File: config.mk
export PLATFORM = sky130hd
export DESIGN_NAME = decoder_n_fifo_router
export DESIGN_NICKNAME = d
export VERILOG_FILES = /design/src/rtl/noc_pkg.sv /design/src/rtl/noc_sync_fifo.sv /design/src/rtl/decoder_n_fifo_router.sv
export SDC_FILE = /design/constraint.sdc
export NUM_CORES = 1
export LEC_CHECK = 0
export CAP_MARGIN = 10
export CORE_MARGIN = 8
export CORE_UTILIZATION = 50
export CTS_CLUSTER_SIZE = 30
export DETAILED_ROUTE_END_ITERATION = 10
export GPL_TIMING_DRIVEN = 0
export PLACE_DENSITY = 0.77
export SLEW_MARGIN = 10
export SYNTH_ARGS = -nofsm -noshare
export SYNTH_HDL_FRONTEND = slang
export SYNTH_SLANG_ARGS = --single-unit
File: constraint.sdc
create_clock -name CLK -period 4.62 [get_ports CLK]
set_input_delay 1.155 -clock CLK [delete_from_list [all_inputs] [get_ports CLK]]
set_output_delay 1.155 -clock CLK [all_outputs]
set_load 0.02 [all_outputs]
File: src/rtl/noc_pkg.sv
// Shared types and helpers for the NoC decoder/FIFO router slice.
// Widths here are the default router configuration; modules carry their own parameters.
package noc_pkg;

  localparam int FLIT_W   = 9;
  localparam int NOUT_DEF = 4;
  localparam int SEL_W    = $clog2(NOUT_DEF);

  typedef logic [FLIT_W-1:0] flit_t;
  typedef logic [SEL_W-1:0]  sel_t;

  // True when a select value names an existing output channel.
  function automatic logic sel_in_range(input int unsigned sel, input int unsigned nout);
    return sel < nout;
  endfunction

endpackage

File: src/rtl/noc_sync_fifo.sv
// Single-clock FIFO with registered full/empty flags and arbitrary (non power-of-2) depth.
// Push is refused while full, even if a pop happens in the same cycle.
module noc_sync_fifo #(
  parameter int W     = 9,
  parameter int DEPTH = 2
) (
  input  logic         clk,
  input  logic         rst_n,
  input  logic         push,
  input  logic [W-1:0] push_data,
  input  logic         pop,
  output logic         full,
  output logic         empty,
  output logic [W-1:0] head
);

  localparam int PW   = (DEPTH > 1) ? $clog2(DEPTH) : 1;
  localparam int CNTW = $clog2(DEPTH + 1);

  logic [W-1:0]    mem [DEPTH];
  logic [PW-1:0]   wr_ptr;
  logic [PW-1:0]   rd_ptr;
  logic [CNTW-1:0] count;
  logic [CNTW-1:0] count_nxt;
  logic            full_q;
  logic            empty_q;
  logic            do_push;
  logic            do_pop;

  // Explicit wrap compare so DEPTH need not be a power of two.
  function automatic logic [PW-1:0] ptr_inc(input logic [PW-1:0] p);
    return (p == PW'(DEPTH - 1)) ? '0 : p + PW'(1);
  endfunction

  assign do_push = push & ~full_q;
  assign do_pop  = pop & ~empty_q;

  always_comb begin
    count_nxt = count;
    if (do_push && !do_pop) begin
      count_nxt = count + CNTW'(1);
    end else if (!do_push && do_pop) begin
      count_nxt = count - CNTW'(1);
    end
  end

  always_ff @(posedge clk) begin
    if (!rst_n) begin
      wr_ptr  <= '0;
      rd_ptr  <= '0;
      count   <= '0;
      full_q  <= 1'b0;
      empty_q <= 1'b1;
    end else begin
      if (do_push) begin
        wr_ptr <= ptr_inc(wr_ptr);
      end
      if (do_pop) begin
        rd_ptr <= ptr_inc(rd_ptr);
      end
      count   <= count_nxt;
      full_q  <= (count_nxt == CNTW'(DEPTH));
      empty_q <= (count_nxt == '0);
    end
  end

  // Storage carries no reset; the registered empty flag masks stale entries.
  always_ff @(posedge clk) begin
    if (do_push) begin
      mem[wr_ptr] <= push_data;
    end
  end

  assign head  = mem[rd_ptr];
  assign full  = full_q;
  assign empty = empty_q;

endmodule

File: src/rtl/decoder_n_fifo_router.sv
// Joins a data channel with a select channel and routes each token into a per-output FIFO.
// Out-of-range selects are consumed, discarded and counted in a saturating drop counter.
module decoder_n_fifo_router
  import noc_pkg::*;
#(
  parameter int W     = 9,
  parameter int NOUT  = 4,
  parameter int DEPTH = 2,
  parameter int SW    = $clog2(NOUT),
  parameter int CW    = 16
) (
  input  logic              CLK,
  input  logic              _RESET,
  input  logic              in_valid,
  output logic              in_ready,
  input  logic [W-1:0]      in_data,
  input  logic              s_valid,
  output logic              s_ready,
  input  logic [SW-1:0]     s_data,
  output logic [NOUT-1:0]   out_valid,
  input  logic [NOUT-1:0]   out_ready,
  output logic [NOUT*W-1:0] out_data,
  output logic [CW-1:0]     drop_count
);

  // Handshake: a token moves on a channel in any cycle where its valid and ready are both
  // high. The In and S channels form one join: both ready outputs equal fire, so the data
  // and select tokens are consumed together or not at all. Ready depends only on the peer
  // valid and registered FIFO full flags, never on out_ready.

  logic [NOUT-1:0]      full;
  logic [NOUT-1:0]      empty;
  logic [NOUT-1:0]      push;
  logic [(1<<SW)-1:0]   full_pad;
  logic                 oor;
  logic                 sel_full;
  logic                 fire;

  // Select codes with no output read as full; oor bypasses that flag anyway.
  always_comb begin
    full_pad             = '1;
    full_pad[NOUT-1:0]   = full;
  end

  assign oor      = ~sel_in_range(int'(s_data), NOUT);
  assign sel_full = full_pad[s_data];
  assign fire     = _RESET & in_valid & s_valid & (oor | ~sel_full);
  assign in_ready = fire;
  assign s_ready  = fire;

  for (genvar i = 0; i < NOUT; i++) begin : g_out
    logic [W-1:0] head;

    assign push[i] = fire & ~oor & (s_data == SW'(i));

    noc_sync_fifo #(
      .W     (W),
      .DEPTH (DEPTH)
    ) u_fifo (
      .clk       (CLK),
      .rst_n     (_RESET),
      .push      (push[i]),
      .push_data (in_data),
      .pop       (out_ready[i]),
      .full      (full[i]),
      .empty     (empty[i]),
      .head      (head)
    );

    assign out_data[i*W +: W] = head;
  end

  assign out_valid = ~empty;

  always_ff @(posedge CLK) begin
    if (!_RESET) begin
      drop_count <= '0;
    end else if (fire && oor && (drop_count != '1)) begin
      drop_count <= drop_count + CW'(1);
    end
  end

endmodule
==> flow_metrics.py, run 1 <==
metrics = {
    "outcome": {
        "status": "complete, no violations",
    },
    "critical_path": {
        "critPathMaxFanout": 10,
        "crit_end": "s_ready",
        "worst-r2r-setup-slack_ps": 2850,
        "worstPathRequired_ps": 3460,
        "cpPeakStageDelay_ps": 600,
        "worstPathArrival_ps": 3330,
        "r2r_end": "g_out[2].u_fifo.mem[0][1]",
        "timing.rr.start": "g_out[2].u_fifo.full",
        "startpoint": "_RESET",
        "worst-r2r-cell-count": 3,
        "criticalPathCategory": "in2out",
        "end_kind": "primary output",
        "startpoint_type": "input pin",
        "cp_slowest_cell": "clkdlybuf4s50_1",
        "crit_path_cell_trace": "clkdlybuf4s50_1, clkbuf_2, clkbuf_2, nand3_1, a21oi_1, buf_4, clkdlybuf4s50_1",
    },
    "floorplan": {
        "fp.dieH_um": 107,
        "dieWidth_um": 107,
        "core_area_um2": 8130,
        "rows": 33,
        "start_util": 0.511,
        "io_pins": 77,
        "die_area_um2": 11500,
    },
    "power": {
        "p_leak_nw": 1.94,
        "vdd_drop_max_v": 0.000143,
        "power.total_mw": 1.72,
        "power.density_nw_per_um2": 334,
    },
    "synth": {
        "yosysTopAreaCell": "edfxtp_1",
        "async_reset_ff_frac": 0,
        "ys_seq_elements": 100,
        "synth_area_leaders": "edfxtp_1 (52%), dfxtp_1 (13%), mux2_2 (10%)",
        "synth_top_area_share": 0.520,
        "synth_edf_count": 72,
        "syn_avg_cell_area_um2": 13.9,
        "yosysMostFrequentCell": "edfxtp_1",
        "syn_inst": 300,
        "synthesis.area_um2": 4160,
        "ys_seq_area_frac": 0.655,
        "synth_flop_cell": "edfxtp_1",
        "synth_top_cells_by_count": "edfxtp_1 (72), mux2_2 (37), dfxtp_1 (28)",
        "synth.distinct_cells": 43,
        "yosys_warnings": 0,
    },
    "global_route": {
        "track_usage": 0.139,
        "grt_max_degree": 19,
        "grt_antenna_before_repair": 0,
        "overflow": 0,
        "grt_pass1_vias": 2489,
        "grt_pass1_wl_um": 12500,
    },
    "sta": {
        "skew_ps": 8.73,
        "tns_ps": 0,
        "tightest_slew_ps": 882,
        "finalCritPeriodShare": 0.972,
        "slew_headroom": 0.410,
        "rsz0062_at_grt": "no",
        "hold_ws_ps": 553,
        "setup_viol": 0,
        "maxSlewViolCount": 0,
        "fin_crit_ps": 4490,
        "hold_viol": 0,
        "fmax_mhz": 223,
    },
    "cts": {
        "cts_sinks": 100,
        "hold_buffers": 0,
        "clk_latency_ps": 360,
        "cts_resized": 2,
        "h-tree-depth": 3,
        "cts_tree": "built",
        "postCtsSetupBuffers": 0,
        "cts-root-buf": "clkbuf_8",
        "cts_buffers": 9,
        "clockBufferDepth": 2,
        "clk_pin_slew_ps": 90,
    },
    "routing": {
        "ant_nets": 0,
        "drc": 0,
        "drt_pass1_iterations": 4,
        "viasPerCell": 5.04,
        "wire_per_inst_um": 16.1,
        "dr.first_iter.drc_count": 113,
        "wl_um": 8000,
        "vias": 2502,
    },
    "placed_design": {
        "port_buffers": 60,
        "hpwl_um": 5690,
        "dp.cells": 480,
        "place_congestion": 0.836,
    },
    "cells_and_area": {
        "num_antenna_cells": 0,
        "finalNonFillerCells": 496,
        "drive_gt1_frac": 0.199,
        "nNetsFinal": 405,
        "syn2layout_area_growth_pct": 23.8,
    },
    "worst_hold_path": {
        "hp-class": "reg2reg",
    },
    "run": {
        "max_cap_violations": 0,
    },
}
-- registers in the layout, summed over array words and instances (netlist names), named ones only --
signal and cells:
g_out.u_fifo.empty 4, g_out.u_fifo.full 4, g_out.u_fifo.mem 72, g_out.u_fifo.rd_ptr 4, g_out.u_fifo.wr_ptr 4, g_out.u_fifo.count 8
-- logic make-up after synthesis --
group / share of synthesized area
xor gates and xnor gates: 0.0105
muxes: 0.122
DFF: 0.655
buffers and inverters: 0.0485
and+or+nand+nor: 0.110
other: 0.000902
AOI/OAI and AO/OA: 0.0530
-- power breakdown --
group / internal, mW / switching (mW) / total [mW]
Combinational: 0.0951 / 0.104 / 0.199
Clock: 0.221 / 0.308 / 0.530
Sequential: 0.979 / 0.0125 / 0.991
-- cells in the final DEF (no fill, tap or decap), types with 2 or more instances in the layout --
cell type	n
mux2i_1	9
a21oi_1	6
nor2_1	10
xor2_1	2
a2bb2oi_1	3
nand4_1	2
clkbuf_2	2
dfxtp_1	28
conb_1	16
clkbuf_8	10
nand3_1	5
xnor2_1	3
edfxtp_1	72
buf_4	17
inv_1	8
a311o_1	2
nor3_1	3
clkbuf_1	6
mux2_2	37
and3_1	9
clkdlybuf4s50_1	60
and4_1	2
o21a_1	3
nand2_1	17
nand2b_1	9
buf_2	2
nor2b_1	9
o21ai_0	2
inv_6	3
a21boi_0	3
and2_1	11
-- through the flow --
| step | utilization | setup slack, ps | cell area (um^2) |
|---|---|---|---|
| 3_5_place_dp | 0.609 | -187 | 4950 |
| 6_report | 0.632 | 131 | 5140 |
| 3_3_place_gp | 0.608 | -176 | 4940 |
| 4_1_cts | 0.632 | 118 | 5140 |
| 5_1_grt | 0.632 | 21.8 | 5140 |
| 2_1_floorplan | - | 1090 | 4210 |
-- worst min-delay path by stage --
stage | from | slack (ps) | to | depth (start not counted)
floorplan | g_out[1].u_fifo.count[0] | 480 | g_out[1].u_fifo.count[0] | 2
global placement | g_out[1].u_fifo.count[0] | 510 | g_out[1].u_fifo.count[0] | 2
detailed placement | g_out[2].u_fifo.count[0] | 530 | g_out[2].u_fifo.count[0] | 2
CTS | g_out[2].u_fifo.count[0] | 550 | g_out[2].u_fifo.count[0] | 2
global route | g_out[2].u_fifo.count[0] | 590 | g_out[2].u_fifo.count[0] | 2
finish | g_out[2].u_fifo.count[0] | 550 | g_out[2].u_fifo.count[0] | 2
-- routing by layer --
layer	vias to the layer above	GRT usage	wire length [um]
li1	1236	-	-
met1	1196	0.171	3590
met2	64	0.230	3950
met3	6	0.0318	386
met4	0	0.0543	74
met5	-	0	0
-- final cells by class --
type | instances | area, um^2
Multi-Input combinational cell | 179 | 1290
Clock buffer | 10 | 138
Tap cell | 105 | 131
Inverter | 8 | 30.0
Buffer | 28 | 174
Sequential cell | 100 | 2720
Timing Repair Buffer | 60 | 601
Clock inverter | 6 | 53.8
Fill cell | 637 | 2990
-- critical path, delay by kind of cell --
family          cells  cell delay, ps
simple gates        1             100
compound gates      1             220
buf+inv             5            1850
No activity file was read; power rests on OpenSTA's default activity.
==> inputs of run 2 (changes only) <==
--- a/config.mk
+++ b/config.mk
@@ -8,11 +8,11 @@
 export CAP_MARGIN = 10
 export CORE_MARGIN = 8
 export CORE_UTILIZATION = 50
-export CTS_CLUSTER_SIZE = 30
 export DETAILED_ROUTE_END_ITERATION = 10
 export GPL_TIMING_DRIVEN = 0
 export PLACE_DENSITY = 0.77
 export SLEW_MARGIN = 10
 export SYNTH_ARGS = -nofsm -noshare
 export SYNTH_HDL_FRONTEND = slang
+export SYNTH_HIERARCHICAL = 1
 export SYNTH_SLANG_ARGS = --single-unit
==> run 2 against run 1 <==
Against the previous run:
- sequential share of layout area down 0.82 points
- non-clock buffer count down 3
- utilization up 0.35 points
- clock power up 10%
- critical path type unchanged
- critical endpoint unchanged
- largest cell class unchanged
- largest power group unchanged
- highest routed layer unchanged
==> flow_metrics.py, run 2 <==
metrics = {
    "synth": {
        "synth_top_cells_by_count": "edfxtp_1 (72), mux2_2 (37), dfxtp_1 (28)",
        "synth_edf_count": 72,
        "synth.distinct_cells": 32,
        "synth_flop_cell": "edfxtp_1",
        "syn_inst": 296,
        "yosys_warnings": 6,
        "ys_seq_area_frac": 0.645,
        "ys_seq_elements": 100,
        "syn_avg_cell_area_um2": 14.3,
        "async_reset_ff_frac": 0,
        "synth_area_leaders": "edfxtp_1 (51%), dfxtp_1 (13%), mux2_2 (9.9%)",
        "yosysMostFrequentCell": "edfxtp_1",
        "synth_top_area_share": 0.512,
        "yosysTopAreaCell": "edfxtp_1",
        "synthesis.area_um2": 4220,
    },
    "cells_and_area": {
        "top_regs": "g_out.u_fifo/mem: 72 flops, g_out.u_fifo/count: 8 flops",
        "final_cell_mix": "edfxtp_1 (72), clkdlybuf4s50_1 (60), mux2_2 (37)",
        "drive_gt1_frac": 0.248,
        "nNetsFinal": 401,
        "num_antenna_cells": 0,
        "largest_reg_flops": 72,
        "layout_commonest_cell": "edfxtp_1",
        "multi_input_area_um2": 1360,
        "syn2layout_area_growth_pct": 23.7,
        "ff_latch_area_um2": 2720,
        "top_register": "g_out.u_fifo/mem",
        "fillers": 632,
    },
    "sta": {
        "tightest_slew_ps": 939,
        "slew_headroom": 0.372,
        "maxSlewViolCount": 0,
        "hold_viol": 0,
        "setup_viol": 0,
        "fmax_mhz": 230,
        "skew_ps": 8.69,
        "tns_ps": 0,
        "rsz0062_at_grt": "no",
        "fin_crit_ps": 4340,
        "finalCritPeriodShare": 0.939,
        "hold_ws_ps": 514,
    },
    "critical_path": {
        "crit_path_cell_trace": "clkdlybuf4s50_1, mux2_2, a221oi_2, buf_4, clkdlybuf4s50_1",
        "criticalPathCategory": "in2out",
        "cp_slowest_cell": "clkdlybuf4s50_1",
        "cpPeakStageDelay_ps": 620,
        "startpoint_type": "input pin",
        "cp.buffers_inverters": 3,
        "path_common_cell": "clkdlybuf4s50_1",
        "cpLargestDelayFamily": "buffers and inverters",
        "worstPathArrival_ps": 3190,
        "end_kind": "primary output",
        "critPathMaxFanout": 7,
        "worstPathRequired_ps": 3460,
    },
    "run": {
        "max_cap_violations": 0,
    },
    "power": {
        "power.total_mw": 1.79,
        "internal_power_mw": 1.35,
        "p_clk_frac": 0.326,
        "p_comb_frac": 0.117,
        "p_seq_frac": 0.557,
        "vdd_drop_max_v": 0.000148,
        "power.density_nw_per_um2": 343,
        "switching_power_mw": 0.443,
        "swShare": 0.248,
        "p_leak_nw": 1.92,
    },
    "cts": {
        "cts_sinks": 100,
        "clk_pin_slew_ps": 100,
        "clockBufferDepth": 2,
        "hold_buffers": 0,
        "cts_resized": 0,
        "h-tree-depth": 3,
        "clk_latency_ps": 360,
        "cts_buffers": 9,
        "postCtsSetupBuffers": 0,
        "cts-root-buf": "clkbuf_8",
        "cts_tree": "built",
    },
    "global_route": {
        "grt_max_degree": 20,
        "track_usage": 0.145,
        "grt_pass1_vias": 2542,
        "overflow": 0,
        "grt_antenna_before_repair": 0,
        "grt_pass1_wl_um": 12800,
    },
    "routing": {
        "dr.first_iter.drc_count": 199,
        "ant_nets": 0,
        "drc": 0,
        "wl_um": 8210,
        "drt_pass1_iterations": 4,
        "viasPerCell": 5.09,
        "wire_per_inst_um": 16.7,
        "vias": 2503,
    },
    "floorplan": {
        "rows": 33,
        "fp.dieH_um": 108,
        "die_area_um2": 11600,
        "io_pins": 77,
        "start_util": 0.514,
        "core_area_um2": 8220,
        "dieWidth_um": 108,
    },
    "placed_design": {
        "place_congestion": 0.795,
        "port_buffers": 60,
        "hpwl_um": 5790,
    },
    "worst_hold_path": {
        "hp-class": "reg2reg",
    },
    "outcome": {
        "status": "complete, no violations",
    },
}
## run 2: cell count changes after synthesis, sizes merged, moves of 8 or more
cell,before,now
clkbuf,8,0
nor3,4,17
and2,11,20
and3,9,0
## run 2: cells by family (layout without fill, tap and decap cells)
logic type	count (synthesis)	count (layout)	synth area share
buffers and inverters	33	109	0.0456
other	1	16	0.000888
AOI/OAI and AO/OA	25	25	0.0391
muxes	41	41	0.108
xor gates and xnor gates	12	12	0.0320
and+or+nand+nor	84	84	0.129
DFF	100	100	0.645
## run 2: per-stage QoR
step | cell area [um^2] | instances | utilization | worst slack, ps
after global routing | 5230 | 492 | 0.636 | 199
after CTS | 5230 | 492 | 0.636 | 292
after global placement | 5010 | 476 | 0.610 | 318
after floorplan | 4280 | 311 | - | 1310
final | 5230 | 492 | 0.636 | 280
after detailed placement | 5010 | 476 | 0.610 | 304
## run 2: power by group through the flow
stage	registers (mW)	logic (mW)	clock network, mW
floorplan	1.01	0.130	0
global placement	1.02	0.204	0
detailed placement	1.02	0.209	0
CTS	0.997	0.210	0.595
global route	1.00	0.223	0.637
finish	0.997	0.209	0.584
## run 2: worst paths after layout
check                                start                         to  slack [ps]  cells past startpoint
hold / removal    g_out[0].u_fifo/count[1]   g_out[0].u_fifo/count[1]         510                      2
setup / recovery                 s_data[1]                    s_ready         280                      5
hold reg to reg   g_out[0].u_fifo/count[1]   g_out[0].u_fifo/count[1]         510                      2
setup reg to reg      g_out[2].u_fifo/full  g_out[0].u_fifo/mem[0][8]        2360                      5
## run 2: final cells by class
cell class	instances	area share
flip-flops and latches	100	0.521
multi-input cells	178	0.261
repair buffers	60	0.115
plain buffers	25	0.0311
well taps	105	0.0251
clock buffers	9	0.0237
clock inverters	7	0.0172
inverters	8	0.00575
## run 2: worst reg2reg max path, delay by kind of cell, from the launching register on
kind	cells	cell delay, ps
simple gates	5	1560
flops	1	330
## run 2: layer usage
metal  up-vias  GRT usage  share of wire
met2        85      0.239           0.49
met4         0     0.0783          0.016
met3        10     0.0341          0.067
li1       1212          -              -
met5         -          0              0
met1      1196      0.172           0.42
==> inputs of run 3 (changes only) <==
--- a/config.mk
+++ b/config.mk
@@ -14,5 +14,4 @@
 export SLEW_MARGIN = 10
 export SYNTH_ARGS = -nofsm -noshare
 export SYNTH_HDL_FRONTEND = slang
-export SYNTH_HIERARCHICAL = 1
 export SYNTH_SLANG_ARGS = --single-unit
==> results of run 3 <==
No change in the layout: final DEF, timing and power equal those of run 1.
==> edit 1, RTL diff (config.mk and constraints of run 2) <==
`W` is set to 9 in 2 places; all go to 7.
--- a/src/rtl/noc_sync_fifo.sv
+++ b/src/rtl/noc_sync_fifo.sv
@@ -1,7 +1,7 @@
 // Single-clock FIFO with registered full/empty flags and arbitrary (non power-of-2) depth.
 // Push is refused while full, even if a pop happens in the same cycle.
 module noc_sync_fifo #(
-  parameter int W     = 9,
+  parameter int W     = 7,
   parameter int DEPTH = 2
 ) (
   input  logic         clk,
--- a/src/rtl/decoder_n_fifo_router.sv
+++ b/src/rtl/decoder_n_fifo_router.sv
@@ -3,7 +3,7 @@
 module decoder_n_fifo_router
   import noc_pkg::*;
 #(
-  parameter int W     = 9,
+  parameter int W     = 7,
   parameter int NOUT  = 4,
   parameter int DEPTH = 2,
   parameter int SW    = $clog2(NOUT),
Interface: changed (resized in_data and out_data); port bits go from 77 to 67. The function was not compared with the original's and may differ.
==> edit 1 against run 2 <==
  * Hold slack got worse by 0.0028 ns
  * Via count fell by 10%
  * Synthesized area fell by 11%
  * Die area fell by 9.8%
  * Design area fell by 11%
  * Register-to-register slack improved by 0.21 ns
  * Total power fell by 8.2%
  * Worst setup slack improved by 0.042 ns
  * Utilization rose by 0.67 points
  * Wire length fell by 13%
  * Sequential cell count fell by 16
  * Combinational power fell by 3%
==> edit 1: results (changes against run 2) <==
Global route
  • First-pass GRT wire length: 11.1 mm (-13%)
  • Overall Global Routing Usage: 0.142 (-0.00310)
  • Largest net degree at the start of global routing: 15 (-25%)

Power and ir drop
  • Max rail drop VDD: 0.154 mV (+4.1%)

Place
  • Placed Area: 0.00442 sq mm (-12%)
  • Placement Setup Slack: 0.321 ns (+0.0173 ns)
  • IO buf count: 50 (-17%)
  • HPWL Detailed: 4.99 mm (-14%)
  • Dpl cells: 444 (-6.7%)
  • Final RePlAce weighted congestion: 0.687 (-14%)

STA
  • Tightest Pin Transition: 0.694 ns (-0.245 ns)
  • Hold slack: 0.511 ns (-0.00283 ns)
  • Clk_skew: 0.00614 ns (-0.00255 ns)
  • Fin crit period: 4.30 ns (-0.0417 ns)

Synth
  • Sequential fraction of the synthesis area: 0.600 (-0.0452)
  • Yosys cell types: 40 (+25%)
  • Top cells by count, synth: edfxtp_1 (56), dfxtp_1 (28), mux2_2 (22)
  • Synthesized instance count: 280 (-5.4%)
  • Post-synth EDFFs: 56 (-22%)
  • Top cells by area, synth: edfxtp_1 (45%), dfxtp_1 (15%), mux2_2 (6.6%)

Worst setup path
  • CP peak stage delay: 0.60 ns (-0.02 ns)
  • R2r setup slk: 2.57 ns (+0.21 ns)
  • Arrival time at the worst endpoint: 3.14 ns (-0.05 ns)
  • R2R cell count: 6 (+1)

Layout
  • Fin nets: 373 (-7.0%)

Route
  • Drt initial violations: 116 (-42%)
  • Vias: 2250 (-10%)
  • WL final: 7.12 mm (-13%)
  • Post-DR vias/cell: 4.89 (-3.9%)

Clock network
  • Reg clk slew, reported paths: 0.08 ns (-0.02 ns)
  • Worst-skew pair later-pin latency: 0.34 ns (-0.02 ns)

Outcome
  • Status: completed
edit 1: through the flow:
stage | utilization | total power [mW]
after floorplan | - | 0.982
after global placement | 0.609 | 1.05
after detailed placement | 0.609 | 1.05
after CTS | 0.643 | 1.66
after global routing | 0.643 | 1.70
final | 0.643 | 1.64
edit 1: cell type report:
| type | instances | area [sq um] |
|---|---|---|
| buffer | 32 | 238 |
| clock buffer | 10 | 128 |
| clock inverter | 6 | 113 |
| fill | 559 | 2590 |
| inverter | 14 | 52.6 |
| multi-input combinational | 165 | 1260 |
| sequential | 84 | 2240 |
| tap | 99 | 124 |
| timing repair buffer | 50 | 500 |
edit 1: worst max-delay path: cells and delay by family:
kind | cells | cell delay [ns]
buffers and inverters | 3 | 1.35
muxes | 1 | 0.38
AOI/OAI and AO/OA | 1 | 0.26
edit 1: path summary, 6_finish.rpt:
kind / startpoint / endpoint
min: g_out[2].u_fifo/count[0] / g_out[2].u_fifo/full
max reg2reg: g_out[2].u_fifo/full / g_out[2].u_fifo/mem[0][1]
max: s_data[1] / s_ready
min reg2reg: g_out[2].u_fifo/count[0] / g_out[2].u_fifo/full
edit 1: cells by family after synthesis:
group           Yosys count  synth area share
flops                    84             0.600
mux                      33            0.0980
xor+xnor                 12            0.0482
simple gates             78             0.130
compound gates           26            0.0452
other cells               1           0.00100
buf+inv                  46            0.0776
edit 1: layer usage:
layer  GRT usage  up-vias  routed length [microns]
met2       0.249       68                     3600
met5           0        -                        0
met4      0.0801        0                      177
met3      0.0300       12                      348
met1       0.155     1074                     2990
li1            -     1096                        -
edit 1: power by group:
group | switching (mW) | internal [mW]
combinational | 0.101 | 0.101
sequential | 0.0150 | 0.820
clock | 0.247 | 0.360
total | 0.363 | 1.28
==> edit 2, RTL diff (settings of run 2) <==
Made on the original files. Reset style: asynchronous (`_RESET` and `rst_n`), changed in 2 clocked blocks.
--- a/src/rtl/noc_sync_fifo.sv
+++ b/src/rtl/noc_sync_fifo.sv
@@ -44,7 +44,7 @@
     end
   end
 
-  always_ff @(posedge clk) begin
+  always_ff @(posedge clk or negedge rst_n) begin
     if (!rst_n) begin
       wr_ptr  <= '0;
       rd_ptr  <= '0;
--- a/src/rtl/decoder_n_fifo_router.sv
+++ b/src/rtl/decoder_n_fifo_router.sv
@@ -72,7 +72,7 @@
 
   assign out_valid = ~empty;
 
-  always_ff @(posedge CLK) begin
+  always_ff @(posedge CLK or negedge _RESET) begin
     if (!_RESET) begin
       drop_count <= '0;
     end else if (fire && oor && (drop_count != '1)) begin
Function: differs if _RESET is asserted again (counterexample within 4 cycles, from zero or initial values and one cycle with _RESET low); with _RESET held inactive, the same outputs for 4 cycles.
==> edit 2 against run 2 <==
  * Clock skew is 0.0014 ns lower
  * Count of clock-buffer cells in the layout stayed put
  * Via count is 5.8% lower
  * Synthesized area hardly changed
  * Non-clock buffer count is 4 higher
  * Sequential cell count is 4 lower
  * Global-route usage is 1.5 points lower
  * Critical endpoint unchanged
  * Wire length is 7.7% lower
  * Utilization is 0.37 points lower
  * Worst setup slack better by 0.036 ns
  * Design area is 0.57% lower
Power is not compared: it rests on default switching activity, and its combinational part moved more than twofold at a synthesized area within 25%.
==> edit 2: results (changes against run 2) <==
Worst setup path
  • Worst Path Max Fanout: 7 (unchanged)
  • CP peak stage delay: 0.59 ns (-0.03 ns)
  • Cell family with most CP delay: buffers and inverters
  • CP max-delay cell: clkdlybuf4s50_1

Global route
  • Largest net degree at the start of global routing: 27 (+35%)
  • Initial antenna violation count: 0 (unchanged)
  • Vias in the first global route: 2346 (-7.7%)
  • First-pass GRT wire length: 11.8 mm (-7.7%)
  • Overall Global Routing Usage: 0.130 (-0.0146)

Place
  • HPWL Detailed: 5.44 mm (-6.0%)
  • IO buf count: 60 (unchanged)
  • Final RePlAce weighted congestion: 0.755 (-5.0%)
  • Placed Area: 0.00501 sq mm (about the same)

Layout
  • Filler cell count in the final layout: 606 (-4.1%)
  • Layout cells sized above 1: 0.206 (-0.0419)
  • Antenna fix cells: 0 (unchanged)
  • Biggest regs: g_out.u_fifo/mem x72, g_out.u_fifo/count x8
  • Fin nets: 373 (-7.0%)

Synth
  • Top cells by area, synth: edfxtp_1 (51%), dfrtp_1 (12%), mux2_1 (7.2%)
  • Sequential fraction of the synthesis area: 0.655 (+0.0103)
  • Synth Warn #: 6 (unchanged)
  • Yosys cell types: 38 (+19%)
  • Async set or reset register ratio after synthesis: 0.250 (+0.250)
  • Top cells by count, synth: edfxtp_1 (72), mux2_1 (27), dfrtp_1 (20)
  • Post-synth EDFFs: 72 (unchanged)

STA
  • Slew headroom: 0.369 (-0.00256)
  • Clk_skew: 0.00726 ns (-0.00144 ns)

Route
  • DR WL met2: 3.73 mm (-7.7%)
  • First-pass iteration count of the detailed router: 4 (unchanged)
  • Max Used Layer: met4
  • Metal-1 WL: 3.29 mm (-5.5%)
  • Vias: 2357 (-5.8%)
  • Drt initial violations: 85 (-57%)
  • Met3 wire length: 384 microns (-30%)
  • Per-cell routed wire length: 16.3 microns (-2.2%)

Clock network
  • Post-CTS Setup Bufs: 0 (unchanged)
  • Bufs on Longest Clock Path: 2 (unchanged)
  • CTS Buf Count: 9 (unchanged)
  • Root Buffer: clkbuf_8
  • # H-tree levels: 3 (unchanged)
  • Worst-skew pair later-pin latency: approximately 0.35 ns
  • Reg clk slew, reported paths: around 0.09 ns

Hold path
  • Hold WC Path Type: reg -> reg

Power and ir drop
  • Max rail drop VDD: just under 0.3 mV
  • Static leakage: approximately 1.9 nW

Outcome
  • Status: completed
## edit 2: cell types whose count changed after synthesis, moves of 14 or more
cell,delta
and2_1,-15
dfrtp_1,+20
dfxtp_1,-28
mux2_1,+27
mux2_2,-27
nand4_1,+14
nor3_1,-16
## edit 2: metal layers
metal / vias to the layer above / track usage
met5: - / 0
met4: 0 / 0.0664
li1: 1134 / -
met3: 15 / 0.0275
met1: 1134 / 0.160
met2: 74 / 0.213
## edit 2: cell families after synthesis
group           synth area share
simple gates              0.0853
buf+inv                   0.0592
xor+xnor                  0.0509
flops                      0.655
compound gates            0.0500
other cells             0.000888
mux                       0.0986
## edit 2: path summary, 6_finish.rpt
kind                                         from                        end  slack (ns)  cells after the start
max reg2reg                  g_out[2].u_fifo/full  g_out[2].u_fifo/mem[1][7]        2.35                      6
min in group asynchronous                  _RESET   g_out[0].u_fifo/count[0]        0.93                      1
min reg2reg                g_out[3].u_fifo/wr_ptr     g_out[3].u_fifo/wr_ptr        0.51                      1
min                        g_out[3].u_fifo/wr_ptr     g_out[3].u_fifo/wr_ptr        0.51                      1
max                                     s_data[1]                    s_ready        0.32                      5
max in group asynchronous                  _RESET     g_out[3].u_fifo/wr_ptr        3.24                      1
## edit 2: stage by stage
step	utilization	cells	worst slack, ns	hold slack [ns]	power [mW]
after CTS	0.632	464	0.298	0.519	2.62
after detailed placement	0.610	448	-0.406	0.499	2.12
after global placement	0.610	448	-0.375	0.479	2.09
after global routing	0.632	464	0.218	0.547	2.73
after floorplan	-	283	1.31	0.460	1.79
final	0.632	464	0.315	0.511	2.60
## edit 2: area by class of cell
type	instances	area share
Clock inverter	7	0.0108
Buffer	29	0.0402
Multi-Input combinational cell	147	0.243
Sequential cell	96	0.533
Inverter	11	0.00795
Clock buffer	9	0.0238
Timing Repair Buffer	60	0.116
Tap cell	105	0.0253
## edit 2: timing repair
action                     4_1_cts  5_1_grt
hold buffers                     0        0
resized for setup                3        0
setup endpoints to repair        2        0
## edit 2: report_power, final
group	total (mW)	internal [mW]	switching, mW
sequential	1.12	1.06	0.0688
clock	0.496	0.202	0.294
combinational	0.977	0.468	0.509
